[config.mk]
export PLATFORM = sky130hd
export DESIGN_NAME = mem_port_arbiter
export DESIGN_NICKNAME = d
export VERILOG_FILES = /design/src/rtl/mem_arb_pkg.sv /design/src/rtl/arb_wait_counter.sv /design/src/rtl/mem_port_arbiter.sv
export SDC_FILE = /design/constraint.sdc
export NUM_CORES = 1
export LEC_CHECK = 0
export ABC_AREA = 1
export BUFFER_PORTS_ARGS = -buffer_cell sky130_fd_sc_hd__buf_2
export CAP_MARGIN = 40
export CORE_MARGIN = 5
export CORE_UTILIZATION = 26
export DETAILED_ROUTE_END_ITERATION = 7
export PLACE_DENSITY = 0.79
export SLEW_MARGIN = 10
export SYNTH_ARGS = -nofsm -noshare
export SYNTH_HDL_FRONTEND = slang
export SYNTH_SLANG_ARGS = --single-unit
[constraint.sdc]
create_clock -name clk -period 1.26 [get_ports clk]
set_input_delay 0.063 -clock clk [delete_from_list [all_inputs] [get_ports clk]]
set_output_delay 0.063 -clock clk [all_outputs]
set_load 0.005 [all_outputs]
[src/rtl/mem_arb_pkg.sv]
// Shared types and default sizes for the IF/DM memory port arbiter.
package mem_arb_pkg;
  localparam int ADDR_W_DEF   = 9;
  localparam int DATA_W_DEF   = 32;
  localparam int MAX_WAIT_DEF = 4;

  typedef enum logic [1:0] {RUN, DRAIN, HALTED} arb_state_t;
  typedef enum logic [1:0] {NONE, IF, DM} resp_owner_t;
endpackage

[src/rtl/arb_wait_counter.sv]
// Saturating count of consecutive IF denials; promote lets IF win the next arbitration.
module arb_wait_counter
  import mem_arb_pkg::*;
#(
  parameter int MAX_WAIT = MAX_WAIT_DEF
) (
  input  logic clk,
  input  logic rst,
  input  logic if_req,
  input  logic if_gnt,
  output logic promote
);
  localparam int CW = $clog2(MAX_WAIT + 1);
  localparam logic [CW-1:0] MAX_C = CW'(MAX_WAIT);

  logic [CW-1:0] wait_cnt_q, wait_cnt_d;

  always_comb begin
    wait_cnt_d = '0;
    if (if_req && !if_gnt)
      wait_cnt_d = (wait_cnt_q == MAX_C) ? wait_cnt_q : wait_cnt_q + 1'b1;
  end

  always_ff @(posedge clk or posedge rst) begin
    if (rst) wait_cnt_q <= '0;
    else     wait_cnt_q <= wait_cnt_d;
  end

  assign promote = (wait_cnt_q == MAX_C);
endmodule

[src/rtl/mem_port_arbiter.sv]
// Shares one single-port, 1-cycle-read memory between instruction fetch and data memory,
// with starvation promotion for IF and a halt/drain sequence.
module mem_port_arbiter
  import mem_arb_pkg::*;
#(
  parameter int ADDR_W   = ADDR_W_DEF,
  parameter int DATA_W   = DATA_W_DEF,
  parameter int MAX_WAIT = MAX_WAIT_DEF
) (
  input  logic              clk,
  input  logic              reset,
  input  logic              if_req,
  input  logic [ADDR_W-1:0] if_addr,
  output logic              if_gnt,
  output logic              if_rvalid,
  output logic [DATA_W-1:0] if_rdata,
  input  logic              dm_req,
  input  logic              dm_we,
  input  logic [ADDR_W-1:0] dm_addr,
  input  logic [DATA_W-1:0] dm_wdata,
  output logic              dm_gnt,
  output logic              dm_rvalid,
  output logic [DATA_W-1:0] dm_rdata,
  output logic              mem_en,
  output logic              mem_we,
  output logic [ADDR_W-1:0] mem_addr,
  output logic [DATA_W-1:0] mem_wdata,
  input  logic [DATA_W-1:0] mem_rdata,
  input  logic              halt,
  output logic              stall_if,
  output logic              halted
);
  arb_state_t  state_q, state_d;
  resp_owner_t resp_owner_q, resp_owner_d;
  logic        promote, if_ok, dm_ok;

  arb_wait_counter #(.MAX_WAIT(MAX_WAIT)) u_wait (
    .clk     (clk),
    .rst     (reset),
    .if_req  (if_req),
    .if_gnt  (if_gnt),
    .promote (promote)
  );

  // IF is cut off in the very cycle halt is seen; DM keeps running until HALTED.
  assign if_ok  = !reset && (state_q == RUN) && !halt;
  assign dm_ok  = !reset && (state_q != HALTED);
  assign if_gnt = if_req && if_ok && (promote || !(dm_req && dm_ok));
  assign dm_gnt = dm_req && dm_ok && !if_gnt;

  assign mem_en    = if_gnt | dm_gnt;
  assign mem_we    = dm_gnt & dm_we;
  assign mem_addr  = dm_gnt ? dm_addr : if_addr;
  assign mem_wdata = dm_wdata;
  assign stall_if  = if_req & ~if_gnt;
  assign halted    = (state_q == HALTED);

  always_comb begin
    resp_owner_d = NONE;
    if (if_gnt)                resp_owner_d = IF;
    else if (dm_gnt && !dm_we) resp_owner_d = DM;
  end

  // Leaving DRAIN needs no new DM work and nothing recorded for next cycle; a response
  // already in flight this cycle is still delivered from resp_owner_q.
  always_comb begin
    state_d = state_q;
    case (state_q)
      RUN:     if (halt) state_d = DRAIN;
      DRAIN:   if (!dm_req && resp_owner_d == NONE) state_d = HALTED;
      HALTED:  state_d = HALTED;
      default: state_d = RUN;
    endcase
  end

  always_ff @(posedge clk or posedge reset) begin
    if (reset) begin
      state_q      <= RUN;
      resp_owner_q <= NONE;
    end else begin
      state_q      <= state_d;
      resp_owner_q <= resp_owner_d;
    end
  end

  assign if_rvalid = (resp_owner_q == IF);
  assign dm_rvalid = (resp_owner_q == DM);
  assign if_rdata  = if_rvalid ? mem_rdata : '0;
  assign dm_rdata  = dm_rvalid ? mem_rdata : '0;
endmodule

**Word level (Yosys, flattened, before mapping)**

Cells that the tools add are included.

- Memories kept: 0
- Output and inout bits: 113
- Bits in writable memories: 0
- Register bits: 7
- Latch bits: 0
- Memory bits (read-only): 0
- Logic and storage cells: 47

- Shift-type cells: 0
- Div/mod/pow operators: 0
- Mux-type cells: 10
- $add $sub $neg: 1
- Order comparisons: 0
- Reduce and logical (&&, ||, !) cells: 20
- Eq/ne operators: 9
- Multipliers: 0
- Bitwise gates (word level): 4

Operators by type and width:

| cell | number |
|---|---|
| $mux W32 | 2 |
| $logic_and A1 B1 Y1 | 10 |
| $mux W9 | 1 |
| $mux W2 | 4 |
| $ne A2 B2 Y1 const B | 4 |
| $logic_not A1 Y1 | 6 |
| $mux W3 | 2 |
| $pmux W2 S3 | 1 |
| $eq A2 B1 Y1 const B | 2 |
| $eq A2 B2 Y1 const B | 2 |
| $logic_not A2 Y1 | 2 |
| $add A3 B1 Y3 const B | 1 |
| $eq A3 B3 Y1 const B | 1 |
| $and A1 B1 Y1 | 2 |
| $reduce_and A2 Y1 | 1 |
| $logic_or A1 B1 Y1 | 1 |
| $not A1 Y1 | 1 |
| $or A1 B1 Y1 | 1 |

**Logic depth before layout (Yosys ltp)**

- Depth after elaboration: 15
- Mapped depth: 9
- Mapped depth without buffers: 8

**Hierarchy**

From an unflattened synthesis, not the netlist that was laid out.

- Cell total of the unflattened synthesis: 228
- Area, all modules: 1252.5 µm²

By module, submodules not included:

| module | area each (µm²) | cells each | seq. area each (µm²) | times used |
|---|---|---|---|---|
| mem_port_arbiter | 1062.3 | 203 | 100.1 | 1 |
| arb_wait_counter | 190.2 | 25 | 75.1 | 1 |

**Worst setup path after synthesis**

Ideal clock, no wire load.

- Kind: register to output
- From: register state_q[0]
- To: output mem_addr[1]
- Cell stages (with the launch flop): 10
- Data arrival time: 1.239 ns
- Path buffers: 1
- Slack: -0.042 ns
- Cells stage by stage: dfrtp_1 -> inv_1 -> ha_1 -> inv_1 -> nand3_2 -> clkinv_2 -> nand2_2 -> buf_6 -> nand2_1 -> nand2_1

- Word-level cells in the longest chain between the ends: 9

Ends and longest elaborated chain:

| element | line | RTL |
|---|---|---|
| from (decl) | mem_port_arbiter.sv:33 | `arb_state_t state_q, state_d;` |
| from (signal assigned) | mem_port_arbiter.sv:81 | `state_q <= state_d;` |
| $ne A2 B2 Y1 | mem_port_arbiter.sv:47 | `assign dm_ok = !reset && (state_q != HALTED);` |
| $logic_and A1 B1 Y1 | mem_port_arbiter.sv:47 |  |
| $logic_and A1 B1 Y1 | mem_port_arbiter.sv:48, mem_port_arbiter.sv:49 |  |
| $logic_not A1 Y1 | mem_port_arbiter.sv:48 | `assign if_gnt = if_req && if_ok && (promote \|\| !(dm_req && dm_ok));` |
| $logic_or A1 B1 Y1 | mem_port_arbiter.sv:48 |  |
| $logic_and A1 B1 Y1 | mem_port_arbiter.sv:48 |  |
| $logic_not A1 Y1 | mem_port_arbiter.sv:49 | `assign dm_gnt = dm_req && dm_ok && !if_gnt;` |
| $logic_and A1 B1 Y1 (*) | mem_port_arbiter.sv:49 |  |
| $mux W9 (*) | mem_port_arbiter.sv:53 | `assign mem_addr = dm_gnt ? dm_addr : if_addr;` |
| to (decl) | mem_port_arbiter.sv:26 | `output logic [ADDR_W-1:0] mem_addr,` |

Every way passes the cells marked *; elsewhere a longest branch is shown, timed or not.

**Final worst setup path**

- From: register state_q[1]
- To: output mem_addr[5]

Same word-level chain as after synthesis.

==> summary.txt <==
Run status
  • Status: complete, but fails checks
  • Failing checks: negative setup slack

Clocking
  • Clk root buf: clkbuf_8
  • H-tree levels: 1
  • CTS tree: built
  • Clock Sinks: 7
  • CTS Buffer Depth: 2
  • Number of CTS-inserted buffers: 3
  • Clock Pin Slew Worst Setup and Hold Paths: 0.04 ns
  • Worst-Skew Late Latency: 0.23 ns

Drt
  • Vias per inst: 4.45
  • DRT iter0 DRCs: 38
  • # DRC: 0
  • Routed vias: 1815
  • Post-route ant nets: 0
  • DR pass1 iterations: 4
  • WL per Instance: 14.0 microns
  • Total Wirelength: 5.71 mm

Layout
  • Filler cell count: 423
  • Nets: 449
  • Ant diodes: 0
  • Post-route insts no fill: 408
  • Layout cell share with drive strength beyond 1: 0.723
  • Register area: 176 sq um
  • Multi-input logic area: 946 sq um
  • Area Growth Syn to Fin: 109%

Global routing
  • Grt ovf: 0
  • Initial antenna violation count: 0
  • Vias in the first global route: 1610
  • Global-route wire length before repair: 7.47 mm
  • Total track usage: 0.149
  • Largest net degree at the start of global routing: 34

Timing
  • Rel. slew slack: 0.882
  • Actual slew at the worst max-slew pin: 0.177 ns
  • Fmax: 0.637 GHz
  • Final Hold Violating Endpoints: 0
  • Final setup fails: 50
  • Final min period: 1.57 ns
  • Pins Over Slew Limit: 0
  • Setup_tns: -6.93 ns
  • Crit share post-route: 1.25
  • RSZ-0062 raised after global routing: true
  • Final Skew: 0.00196 ns
  • Final Worst Setup Slack: -0.309 ns

Die
  • Initial cell density of the core: 0.263
  • DIE HEIGHT: 78.5 microns
  • Die Area: 6160 sq um
  • Area of the core: 4630 sq um
  • Die Width: 78.5 microns
  • Row count: 25
  • # IOs: 201

Place
  • GP Congestion: 0.779
  • HPWL Detailed: 3.73 mm
  • Placed insts: 382
  • Port bufs: 136

Synth
  • Syn nets: 315
  • Post-synth cell types: 17
  • Share of the synthesized area in the top cell type: 0.219
  • Largest area contributor in the netlist: nor2_1
  • Ranking of synthesized cells by area: nor2_1 (22%), buf_4 (20%), inv_1 (14%)
  • Synth warn: 0
  • Mapped Cells: 221
  • Sequential-to-total area share from yosys stat: 0.144
  • Mapped cell area: 1220 sq um
  • Synth Register Bits: 7
  • Average size of a mapped cell: 5.51 sq um

Critical path
  • CP Launch Type: flop
  • Crit-path max cell delay: 0.41 ns
  • Critical path type: reg -> out
  • Arr. time, crit path: 1.51 ns
  • Bufs and invs on worst path: 3
  • CP endpoint kind: output pin
  • Critical Path Start: state_q[1]
  • CP Max Fanout: 7
  • Critical-path top delay cell: dfrtp_1
  • Worst r2r src: state_q[1]
  • Delay-heaviest family, CP: flip-flops
  • Crit-path cells: inv_2, ha_4, nand2_4, nor2_4, nand2_4, buf_6, nand3_2, nand2_1, buf_2
  • Top cell by count, worst path: nand2_4
  • CP Data Required Time: 1.20 ns

Min path
  • Hold_sp: dm_we
  • Worst Hold Class: in -> reg

Power and ir drop
  • Max rail drop VDD: 0.790 mV
  • Pwr Total: 2.61 mW
  • Leakage: 1.59 nW
  • Pwr per Cell Area: 1020 nW/um^2

Flow run
  • Max-cap violations: 0
==> worst register-to-register path, delay by kind of cell, from the launching register on <==
kind	cells	cell delay (ns)
buf+inv	3	0.38
simple gates	5	0.35
fa+ha+maj	1	0.15
flops	1	0.41
==> registers in the layout, summed over array words and instances, names as in the netlist <==
| register | count |
|---|---|
| resp_owner_q | 2 |
| state_q | 2 |
| u_wait.wait_cnt_q | 3 |
==> cell usage after synthesis, drive strengths merged <==
master  number
inv         48
nand3       11
nor2        73
dfrtp        7
buf         40
o21ai        2
ha           6
xor2         1
nand2       29
a21oi        3
clkinv       1
==> cells by family after synthesis <==
group           Yosys count  share of synthesized area
simple gates            113                      0.378
buf+inv                  89                      0.389
flops                     7                      0.144
fa+ha+maj                 6                     0.0616
compound gates            5                     0.0205
xor+xnor                  1                    0.00719
==> final timing paths <==
path	end	slack (ns)	cells after the start
setup / recovery	mem_addr[5]	-0.31	9
hold / removal	resp_owner_q[1]	0.01	2
setup reg to reg	u_wait.wait_cnt_q[0]	-0.14	9
hold reg to reg	u_wait.wait_cnt_q[2]	0.64	2
max in group asynchronous	resp_owner_q[0]	0.63	4
min in group asynchronous	state_q[1]	0.32	3
==> metrics by stage <==
step / util / hold WS, ns / instance area (sq um) / setup WS, ns
2_1_floorplan: - / -0.159 / 1220 / 0.0159
3_3_place_gp: 0.390 / -0.0541 / 1800 / -0.0892
3_5_place_dp: 0.390 / -0.0467 / 1800 / -0.139
4_1_cts: 0.459 / 0.00597 / 2130 / -0.294
5_1_grt: 0.551 / 0.0131 / 2550 / -0.378
6_report: 0.551 / 0.0106 / 2550 / -0.309
==> what timing repair did <==
action | in CTS | in global routing
buffers inserted | 9 | 5
hold buffers | 1 | 0
endpoints found under the hold margin | 7 | 0
cloned | 3 | 5
resized for setup | 37 | 81
pin swaps | 13 | 10
endpoints found under the setup margin | 47 | 78
==> cells in the final DEF (no fill, tap or decap), types with 2 or more instances in the layout <==
cell type / instances
buf_2: 131
inv_1: 39
nor2_2: 31
nor2_1: 24
nand2_1: 20
nor2_4: 18
buf_4: 18
nand3_2: 9
buf_6: 9
inv_2: 7
nand2_4: 7
dfrtp_1: 6
ha_4: 4
clkbuf_16: 4
nand2_2: 3
a21oi_1: 3
clkbuf_8: 3
buf_12: 3
o21ai_0: 2
nand3_4: 2
clkinv_4: 2
buf_16: 2
==> per-layer routing <==
metal | wire [microns] | global-route usage | share of wire
met5 | 0 | 0 | 0
met4 | 33 | 0.0315 | 0.0058
met1 | 1940 | 0.160 | 0.34
met3 | 760 | 0.0757 | 0.13
met2 | 2980 | 0.262 | 0.52
==> cell type report <==
cell class / count / share of cell area
Multi-Input combinational cell: 126 / 0.371
Clock buffer: 4 / 0.0177
Tap cell: 54 / 0.0265
Sequential cell: 7 / 0.0692
Inverter: 49 / 0.0771
Timing Repair Buffer: 168 / 0.438
==> power by group <==
part           internal (mW)  switching [mW]  total (mW)
Clock                  0.219           0.102       0.322
Combinational           1.00           0.907        1.91
Sequential             0.306          0.0685       0.375
Total                   1.53            1.08        2.61
Power figures use the tool's default switching activity.
